===== config.mk =====
export PLATFORM = sky130hd
export DESIGN_NAME = if_fetch_unit
export DESIGN_NICKNAME = d
export VERILOG_FILES = /design/src/rtl/if_fetch_unit.sv
export SDC_FILE = /design/constraint.sdc
export NUM_CORES = 1
export LEC_CHECK = 0
export ABC_AREA = 1
export CAP_MARGIN = 0
export CORE_MARGIN = 5
export CORE_UTILIZATION = 40
export CTS_BUF_LIST = sky130_fd_sc_hd__clkbuf_8 sky130_fd_sc_hd__clkbuf_16
export CTS_CLUSTER_SIZE = 30
export DETAILED_ROUTE_END_ITERATION = 6
export GPL_TIMING_DRIVEN = 0
export PLACE_DENSITY = 0.84
export RECOVER_POWER = 100
export SKIP_CTS_REPAIR_TIMING = 1
export SYNTH_ARGS = -nofsm -noshare
export SYNTH_HDL_FRONTEND = slang
export SYNTH_SLANG_ARGS = --single-unit

===== constraint.sdc =====
create_clock -name clk_i -period 3.3 [get_ports clk_i]
set_input_delay 0.495 -clock clk_i [delete_from_list [all_inputs] [get_ports clk_i]]
set_output_delay 0.495 -clock clk_i [all_outputs]
set_load 0.03 [all_outputs]

===== src/rtl/if_fetch_unit.sv =====
// Instruction fetch: issues PC to imem over req/ack, buffers the returned word for ID.
// Redirects flush the buffer; a fetch already in flight is finished and its data discarded (DROP).
module if_fetch_unit #(
    parameter logic [31:0] NOP     = 32'h0000_0000,
    parameter int          TIMEOUT = 16,
    parameter int          CNT_W   = 5
) (
    input  logic        clk_i,
    input  logic        reset_i,
    input  logic [31:0] pc_i,
    output logic        pc_stall_o,
    input  logic        redirect_i,
    input  logic        id_stall_i,
    output logic        imem_req_o,
    output logic [31:0] imem_addr_o,
    input  logic        imem_ack_i,
    input  logic [31:0] imem_rdata_i,
    output logic        ir_valid_o,
    output logic [31:0] ir_o,
    output logic [31:0] ir_pc_o,
    output logic        fetch_err_o
);
    typedef enum logic {S_FETCH, S_DROP} state_e;

    state_e             state_q, state_d;
    logic               ir_valid_q, ir_valid_d;
    logic [31:0]        ir_q, ir_d;
    logic [31:0]        ir_pc_q, ir_pc_d;
    logic [31:0]        addr_q, addr_d;
    logic [CNT_W-1:0]   wait_cnt_q, wait_cnt_d;
    logic               fetch_err_q, fetch_err_d;

    logic in_drop, id_blocked, req, ack;

    assign in_drop    = (state_q == S_DROP);
    assign id_blocked = ir_valid_q & id_stall_i;
    // Request is suppressed while reset is held even though the state already reads FETCH.
    assign req        = ~reset_i & (in_drop | ~id_blocked);
    assign ack        = req & imem_ack_i;

    assign imem_req_o  = req;
    assign imem_addr_o = in_drop ? addr_q : pc_i;
    assign pc_stall_o  = ~redirect_i & (in_drop | (req & ~ack) | id_blocked);
    assign ir_valid_o  = ir_valid_q;
    assign ir_o        = ir_q;
    assign ir_pc_o     = ir_pc_q;
    assign fetch_err_o = fetch_err_q;

    always_comb begin
        state_d     = state_q;
        ir_valid_d  = ir_valid_q;
        ir_d        = ir_q;
        ir_pc_d     = ir_pc_q;
        addr_d      = addr_q;
        wait_cnt_d  = wait_cnt_q;
        fetch_err_d = fetch_err_q;

        if (state_q == S_DROP) begin
            ir_valid_d = 1'b0;
            if (ack) begin
                state_d = S_FETCH;
            end
        end else begin
            if (req) begin
                addr_d = pc_i;
            end
            if (redirect_i) begin
                ir_valid_d = 1'b0;
                if (req && !ack) begin
                    state_d = S_DROP;
                end
            end else if (ack) begin
                ir_d       = imem_rdata_i;
                ir_pc_d    = pc_i;
                ir_valid_d = 1'b1;
            end else if (ir_valid_q && !id_stall_i) begin
                ir_valid_d = 1'b0;
            end
        end

        if (ack) begin
            wait_cnt_d = '0;
        end else if (req) begin
            if (wait_cnt_q != CNT_W'(TIMEOUT)) begin
                wait_cnt_d = wait_cnt_q + CNT_W'(1);
            end
            if (wait_cnt_q == CNT_W'(TIMEOUT - 1)) begin
                fetch_err_d = 1'b1;
            end
        end
    end

    always_ff @(posedge clk_i or posedge reset_i) begin
        if (reset_i) begin
            state_q     <= S_FETCH;
            ir_valid_q  <= 1'b0;
            ir_q        <= NOP;
            ir_pc_q     <= '0;
            addr_q      <= '0;
            wait_cnt_q  <= '0;
            fetch_err_q <= 1'b0;
        end else begin
            state_q     <= state_d;
            ir_valid_q  <= ir_valid_d;
            ir_q        <= ir_d;
            ir_pc_q     <= ir_pc_d;
            addr_q      <= addr_d;
            wait_cnt_q  <= wait_cnt_d;
            fetch_err_q <= fetch_err_d;
        end
    end
endmodule


==> results of run 1 <==
## layout by cell type, fill, tap and decap left out, drive strengths merged
cell type      instances
buf                   11
clkbuf                38
clkdlybuf4s50         79
clkinvlp               3
dfrtp                104
dlygate4sd3           89
ha                     3
inv                   17
nand2                303
nand3                  8
nand4                  3
nor2                   9
o211ai                 1
o21ai                 99
o22ai                  1
## routing by layer
layer / up-vias / share of wire, % / GRT usage, %
li1: 2204 / - / -
met1: 2115 / 45 / 27.6
met2: 147 / 47 / 31.9
met3: 17 / 6.0 / 3.89
met4: 0 / 1.8 / 7.60
met5: - / 0 / 0
## final cells by class
type / instances / share of cell area [%]
sequential: 104 / 38.4
inverter: 14 / 0.831
timing repair buffer: 170 / 25.2
multi-input combinational: 427 / 26.4
clock inverter: 6 / 0.443
buffer: 37 / 2.53
clock buffer: 10 / 3.53
tap: 143 / 2.64
## Yosys cell counts, drive strengths merged
cell / number / share of area (%)
clkbuf: 21 / 1.7
inv: 14 / 1.1
ha: 3 / 0.81
nand2: 303 / 25
nor2: 9 / 1.1
nand3: 8 / 0.97
buf: 16 / 2.2
nand4: 3 / 0.40
o22ai: 1 / 0.13
o211ai: 1 / 0.16
o21ai: 99 / 11
dfrtp: 104 / 56
## where the power goes
| group | total (mW) | switching [mW] | internal [mW] | leakage, nW |
|---|---|---|---|---|
| clock | 0.969 | 0.447 | 0.522 | 0.140 |
| sequential | 1.64 | 0.112 | 1.53 | 1.30 |
| combinational | 1.44 | 0.919 | 0.525 | 1.96 |
| total | 4.05 | 1.48 | 2.57 | 3.40 |
## stage by stage
step	total power [mW]	setup TNS (ps)
after floorplan	2.49	0
after global placement	3.18	-144370
after detailed placement	3.21	0
after CTS	4.20	0
after global routing	4.28	0
final	4.05	0
## sequential cells by signal, indices dropped and copies added (netlist names)
name and cells:
wait_cnt_q 5, fetch_err_o 1, ir_o 32, in_drop 1
ir_pc_o 32, ir_valid_o 1, addr_q 32
## kinds of logic (layout without fill, tap and decap cells)
logic type                 Yosys count  in the layout  share of synthesized area [%]
and+or+nand+nor                    323            323                           27.1
buffers and inverters               51            237                           5.06
DFF                                104            104                           56.0
adders and majority gates            3              3                          0.808
AOI/OAI and AO/OA                  101            101                           11.0
## final timing paths
check,to,slack (ps)
worst min register to register,fetch_err_o$_DFFE_PP0P_,480
worst min-delay path,fetch_err_o$_DFFE_PP0P_,480
worst max-delay path,imem_addr_o[21],240
max in group asynchronous,ir_pc_o[31]$_DFFE_PP0P_,950
worst max register to register,ir_o[5]$_DFFE_PP0P_,1170
min in group asynchronous,addr_q[1]$_DFFE_PP0P_,700
## worst max-delay path, stage by stage, from the launching register on
cell and delay, ps:
dfrtp_1 350, buf_2 180, inv_2 80, clkbuf_1 380, clkbuf_2 340, nand2_1 80
nand2_1 80, dlygate4sd3_1 740
==> flow_summary.ini, run 1 <==
[run_status]
status = finished clean

[logic_synthesis]
syn_nets = 654
yosysWarnings = 0
synthDistinctLibCells = 20
ys_ff_latch = 104
synth_area_um2 = 4650
syn_avg_cell_area_um2 = 7.98
synth_seq_area_share_pct = 56.0
synth_cells = 582

[hold_path]
whs_path_depth = 2
hold_path_class = reg2reg
min-delay-start = fetch_err_o$_DFFE_PP0P_

[timing]
relSlewSlack_pct = 31.3
drv_slew = 0
rsz0062_at_grt = no
min_period_over_period_pct = 92.8
worst_slew_pin_slew_ps = 1030
hold_ws_ps = 475
final.min_clock_period_ps = 3060
clock-skew-final_ps = 5.61
setup_violations = 0
hold_viol_final = 0
clock.fmax_ghz = 0.326
finalWorstSetupSlack_ps = 237

[global_routing]
grt_pass1_vias = 4492
antenna_found_initial = 0
grt.total_usage_pct = 20.2
grt_max_degree = 42
overflow = 0
grt_pass1_wl_um = 23100

[placement]
preCtsSetupSlack_ps = 21.0
post-place-cells = 895
postPlaceCellArea_um2 = 6550
finalWeightedCongestion = 0.810
portBuffers = 168
dp_hpwl_um = 10100

[power]
powerDensity_nw_per_um2 = 598
ir_worst_vdd_mv = 0.306
power_leakage_nw = 3.40

[clock_network]
h-tree-depth = 3
clkSlewWorstSetupHoldPaths_ps = 70
cts_tree = done
cts_buffer_depth = 2
cts.sinks = 104
cts-root-buf = clkbuf_16
cts_buffers = 9
worstSkewPairLatency_ps = 330

[run]
cap_violations = 0

[routing]
ant_nets = 0
viasPerCell = 4.92
wl_um = 13800
drt-initial-drc-count = 306
drtPass1Iterations = 5
drc = 0
num_vias = 4483
avgRoutedWirePerCell_um = 15.2

[layout]
instances_no_fill = 911
nets = 835
antenna_cells = 0
fin_util_pct = 59.3
multi_input_area_um2 = 1790
seq_area_um2 = 2600
fillCellCount = 1009
drive_above_1_share_pct = 4.17
syn_to_final_growth_pct = 45.9
fin_area_um2 = 6780

[floorplanning]
num_rows = 39
die_area_um2 = 13900
placeableCoreArea_um2 = 11400
io_pins = 169
fp.dieH_um = 118
start_util_pct = 40.7
die_w_um = 118

[worst_setup_path]
rr_worst_depth = 8
required_ps = 2800
worstSetupEndpointType = primary output
crit_fanout = 10
path_class = reg2out
cp-startpoint = in_drop$_DFF_PP0_
worstReg2RegStart = in_drop$_DFF_PP0_
cp.arrival_ps = 2570
setup.worst_path.start_class = register
Power figures use the tool's default switching activity.
==> run 2, diff against run 1 <==
--- a/config.mk
+++ b/config.mk
@@ -7,7 +7,7 @@
 export LEC_CHECK = 0
 export ABC_AREA = 1
 export CAP_MARGIN = 0
-export CORE_MARGIN = 5
+export CORE_MARGIN = 2
 export CORE_UTILIZATION = 40
 export CTS_BUF_LIST = sky130_fd_sc_hd__clkbuf_8 sky130_fd_sc_hd__clkbuf_16
 export CTS_CLUSTER_SIZE = 30
==> run 2 against run 1 <==
Effect of this change: die area fell by 9.9%; register-to-register slack improved by 300 ps; total power rose by 2.5%; clock skew rose by 1.3 ps; sequential cell count did not move; critical path depth did not move; utilization rose by 0.89 points; first-iteration DRC count fell by 21%; sequential share of layout area fell by 0.41 points; fmax fell by 0.61%; hold slack improved by 7.9 ps; via count fell by 1.4%; largest cell class unchanged.
==> flow_summary.ini, run 2 (synthesis gave the netlist of run 1 again) <==
[run_status]
status = finished clean

[power]
p_clk_share_pct = 25.9
power_leakage_nw = 3.45
powerDensity_nw_per_um2 = 606
netSwitchingPower_mw = 1.48
sw_frac_of_total_pct = 35.7
p_int_mw = 2.67
power_frac_seq_pct = 39.5
ir_worst_vdd_mv = 0.360
pwr-share-comb_pct = 34.6
total_power_mw = 4.15

[layout]
instances_no_fill = 912
fillCellCount = 1009
drive_above_1_share_pct = 4.81
seq_area_um2 = 2600
antenna_cells = 0
final_cell_mix = nand2_1, dfrtp_1, o21ai_0, dlygate4sd3_1, clkdlybuf4s50_1
syn_to_final_growth_pct = 47.4
nets = 836
multi_input_area_um2 = 1810
layout_commonest_cell = nand2_1

[global_routing]
grt_max_degree = 39
grt_pass1_vias = 4372
grt.total_usage_pct = 21.8
overflow = 0
grt_pass1_wl_um = 22000
antenna_found_initial = 0

[worst_setup_path]
crit_cells = 7
path_buf_inv = 5
path_class = reg2out
worstSetupEndpointType = primary output
crit_top_cell = nand2_1
path_cells = buf_2 -> inv_2 -> clkbuf_1 -> clkbuf_2 -> nand2_1 -> nand2_1 -> dlygate4sd3_1
worstReg2RegStart = in_drop$_DFF_PP0_
cp-startpoint = in_drop$_DFF_PP0_
crit_fanout = 10
worst_path_max_delay_cell = dlygate4sd3_1
cpPeakStageDelay_ps = 740
required_ps = 2800
setup.worst_path.start_class = register
rr_worst_depth = 8
crit_family = buffers and inverters
cp.arrival_ps = 2590

[timing]
clock.fmax_ghz = 0.324
finalWorstSetupSlack_ps = 218
setup_violations = 0
drv_slew = 0
min_period_over_period_pct = 93.4
worst_slew_pin_slew_ps = 732
final.min_clock_period_ps = 3080
relSlewSlack_pct = 51.0
rsz0062_at_grt = no
clock-skew-final_ps = 6.95
hold_viol_final = 0

[clock_network]
h-tree-depth = 3
cts.sinks = 104
cts-root-buf = clkbuf_16
cts_buffers = 9
cts_buffer_depth = 2
worstSkewPairLatency_ps = 340
cts_tree = done
clkSlewWorstSetupHoldPaths_ps = 60

[floorplanning]
io_pins = 169
start_util_pct = 40.9
die_w_um = 112
placeableCoreArea_um2 = 11400
fp.dieH_um = 112
num_rows = 39
die_area_um2 = 12500

[routing]
dr_wl_met2_um = 6450
viasPerCell = 4.85
wl_met3_um = 799
drc = 0
drtPass1Iterations = 4
drt-met1-wl_um = 5900
top_layer = met4
drt-initial-drc-count = 241
ant_nets = 0
wl_um = 13300
num_vias = 4422
avgRoutedWirePerCell_um = 14.6

[hold_path]
hold_path_class = reg2reg
whs_path_depth = 2
min-delay-start = fetch_err_o$_DFFE_PP0P_

[placement]
portBuffers = 168
post-place-cells = 895
preCtsSetupSlack_ps = -129
finalWeightedCongestion = 0.816
dp_hpwl_um = 9460

[run]
cap_violations = 0
==> run 2: changes by cell type in the layout (fill, tap and decap cells not counted), moves of 2 or more <==
cell,previous run,this run
buf_4,4,6
clkbuf_1,24,22
clkdlybuf4s50_1,79,70
clkinv_2,0,2
clkinvlp_4,3,1
dlygate4sd3_1,89,98
inv_1,16,14
==> run 2: stage by stage <==
stage	hold WS, ps	cell area (µm²)	utilization [%]	TNS (ps)
after floorplan	465	4650	-	0
after global placement	461	6510	57.3	-138390
after detailed placement	469	6550	57.6	-2090
after CTS	486	6850	60.3	0
after global routing	506	6850	60.2	0
final	483	6850	60.2	0
==> run 2: layer usage <==
| layer | global-route usage [%] | vias to the layer above |
|---|---|---|
| li1 | - | 2206 |
| met1 | 29.2 | 2058 |
| met2 | 36.0 | 144 |
| met3 | 3.70 | 14 |
| met4 | 7.65 | 0 |
| met5 | 0 | - |
==> run 2: area by class of cell <==
class | count | share of cell area, %
plain buffers | 37 | 2.61
well taps | 143 | 2.61
inverters | 14 | 0.822
repair inverters | 1 | 0.0731
clock buffers | 11 | 3.69
flip-flops and latches | 104 | 38.0
repair buffers | 170 | 25.1
clock inverters | 5 | 0.694
multi-input cells | 427 | 26.4
==> run 2: final timing paths <==
check                                       endpoint  slack [ps]
hold reg to reg              fetch_err_o$_DFFE_PP0P_         480
setup reg to reg                ir_o[17]$_DFFE_PP0P_        1470
max in group asynchronous     addr_q[18]$_DFFE_PP0P_        1760
min in group asynchronous  wait_cnt_q[2]$_DFFE_PP0P_         750
hold / removal               fetch_err_o$_DFFE_PP0P_         480
setup / recovery                      imem_addr_o[2]         220
==> run 2: worst reg2reg max path, delay by kind of cell, from the launching register on <==
kind          cells  cell delay (ps)
simple gates      4              520
buf+inv           4              880
flops             1              370
==> run 2: power by group through the flow <==
stage / Sequential, mW / Clock (mW) / Combinational [mW]
floorplan: 2.02 / 0 / 0.472
global placement: 1.66 / 0 / 1.51
detailed placement: 1.67 / 0 / 1.53
CTS: 1.65 / 1.09 / 1.54
global route: 1.67 / 1.15 / 1.55
finish: 1.64 / 1.08 / 1.44
==> run 3, diff against run 2 <==
==> constraint.sdc (replaced) <==
create_clock -name clk_i -period 3.3 [get_ports clk_i]
set_input_delay 0.66 -clock clk_i [delete_from_list [all_inputs] [get_ports clk_i]]
set_output_delay 0.66 -clock clk_i [all_outputs]
set_load 0.03 [all_outputs]
==> run 3 against run 2 <==
Effect of this change: fmax shrank 2.9%; total power grew 0.38%; hold slack gained 1.3 ps; combinational power is essentially flat; global-route usage is the same; via count grew 0.34%; wire length grew 0.21%; sequential cell count is the same; sequential power is essentially flat; die area is the same.
==> flow_summary.ini, run 3 (synthesis gave the netlist of run 1 again) <==
[global_routing]
grt_max_degree = 39
antenna_found_initial = 0
grt_pass1_vias = 4372
grt.total_usage_pct = 21.8
overflow = 0
grt_pass1_wl_um = 22000

[floorplanning]
die_area_um2 = 12500
fp.dieH_um = 112
io_pins = 169
num_rows = 39
placeableCoreArea_um2 = 11400
start_util_pct = 40.9
die_w_um = 112

[layout]
layout_commonest_cell = nand2_1
fin_area_um2 = 6840
drive_above_1_share_pct = 4.81
syn_to_final_growth_pct = 47.2
final_cell_mix = nand2_1, dfrtp_1, o21ai_0
nets = 836
antenna_cells = 0

[routing]
drt-initial-drc-count = 227
avgRoutedWirePerCell_um = 14.7
ant_nets = 0
drc = 0
drtPass1Iterations = 4
num_vias = 4437
wl_um = 13400
viasPerCell = 4.87

[worst_setup_path]
setup.worst_path.start_class = register
worstSetupEndpointType = primary output
cp.arrival_ps = 2510
path_class = reg2out
required_ps = 2640
crit_fanout = 10

[timing]
min_period_over_period_pct = 96.2
setup_violations = 0
hold_viol_final = 0
relSlewSlack_pct = 50.9
final.min_clock_period_ps = 3170
clock-skew-final_ps = 7.31
drv_slew = 0
clock.fmax_ghz = 0.315
setup_tns_ps = 0
rsz0062_at_grt = no
worst_slew_pin_slew_ps = 733

[clock_network]
cts_tree = done
clkSlewWorstSetupHoldPaths_ps = 60
cts-root-buf = clkbuf_16
cts.sinks = 104
worstSkewPairLatency_ps = 340
cts_buffer_depth = 2
cts_buffers = 9
h-tree-depth = 3

[placement]
portBuffers = 168
dp_hpwl_um = 9460
finalWeightedCongestion = 0.816
postPlaceCellArea_um2 = 6550

[power]
powerDensity_nw_per_um2 = 609
power_leakage_nw = 3.41
ir_worst_vdd_mv = 0.360

[run]
cap_violations = 0

[run_status]
status = finished clean

[hold_path]
hold_path_class = reg2reg
## run 3: cell count changes in the layout (fill, tap and decap cells not counted), sizes merged
| cell | before | now |
|---|---|---|
| clkdlybuf4s50 | 70 | 97 |
| dlygate4sd3 | 98 | 71 |
## run 3: report_power, final
group | internal [mW] | total, mW | switching (mW)
Combinational | 0.539 | 1.45 | 0.915
Sequential | 1.53 | 1.64 | 0.114
Clock | 0.622 | 1.07 | 0.451
## run 3: final timing paths
path                            slack (ps)  depth (start not counted)                         to                    start
max in group asynchronous             1680                          4     addr_q[18]$_DFFE_PP0P_                  reset_i
worst max register to register        1390                          8       ir_o[17]$_DFFE_PP0P_        in_drop$_DFF_PP0_
worst min register to register         480                          2    fetch_err_o$_DFFE_PP0P_  fetch_err_o$_DFFE_PP0P_
min in group asynchronous              840                          2  wait_cnt_q[2]$_DFFE_PP0P_                  reset_i
worst min-delay path                   480                          2    fetch_err_o$_DFFE_PP0P_  fetch_err_o$_DFFE_PP0P_
worst max-delay path                   130                          7            imem_addr_o[28]        in_drop$_DFF_PP0_
## run 3: cell type report
class / instances / area (µm²)
Clock inverter: 5 / 47.5
Timing Repair inverter: 1 / 5.00
Sequential cell: 104 / 2600
Timing Repair Buffer: 170 / 1720
Multi-Input combinational cell: 427 / 1800
Fill cell: 1012 / 4530
Tap cell: 143 / 179
Clock buffer: 11 / 253
Buffer: 37 / 179
Inverter: 14 / 56.3
## run 3: critical path, cell delays in order, from the launching register on
cell	delay, ps
dfrtp_1	370
buf_2	180
inv_2	90
clkbuf_1	370
clkbuf_2	330
nand2_1	80
nand2_1	70
clkdlybuf4s50_1	690
## run 3: stage by stage
| step | worst slack, ps | instances | util (%) | power, mW | hold WS (ps) |
|---|---|---|---|---|---|
| after floorplan | 46.8 | 582 | - | 2.49 | 465 |
| final | 127 | 912 | 60.2 | 4.17 | 485 |
| after detailed placement | -294 | 895 | 57.6 | 3.20 | 469 |
| after global routing | 14.4 | 912 | 60.2 | 4.40 | 506 |
| after global placement | -1710 | 893 | 57.3 | 3.17 | 461 |
| after CTS | 64.3 | 911 | 60.3 | 4.28 | 486 |
## run 3: per-layer routing
metal | track usage (%) | vias to the layer above | part of all wire, %
met1 | 29.2 | 2081 | 44
met3 | 3.70 | 15 | 5.7
met2 | 36.0 | 137 | 48
li1 | - | 2204 | -
met4 | 7.65 | 0 | 1.6
met5 | 0 | - | 0
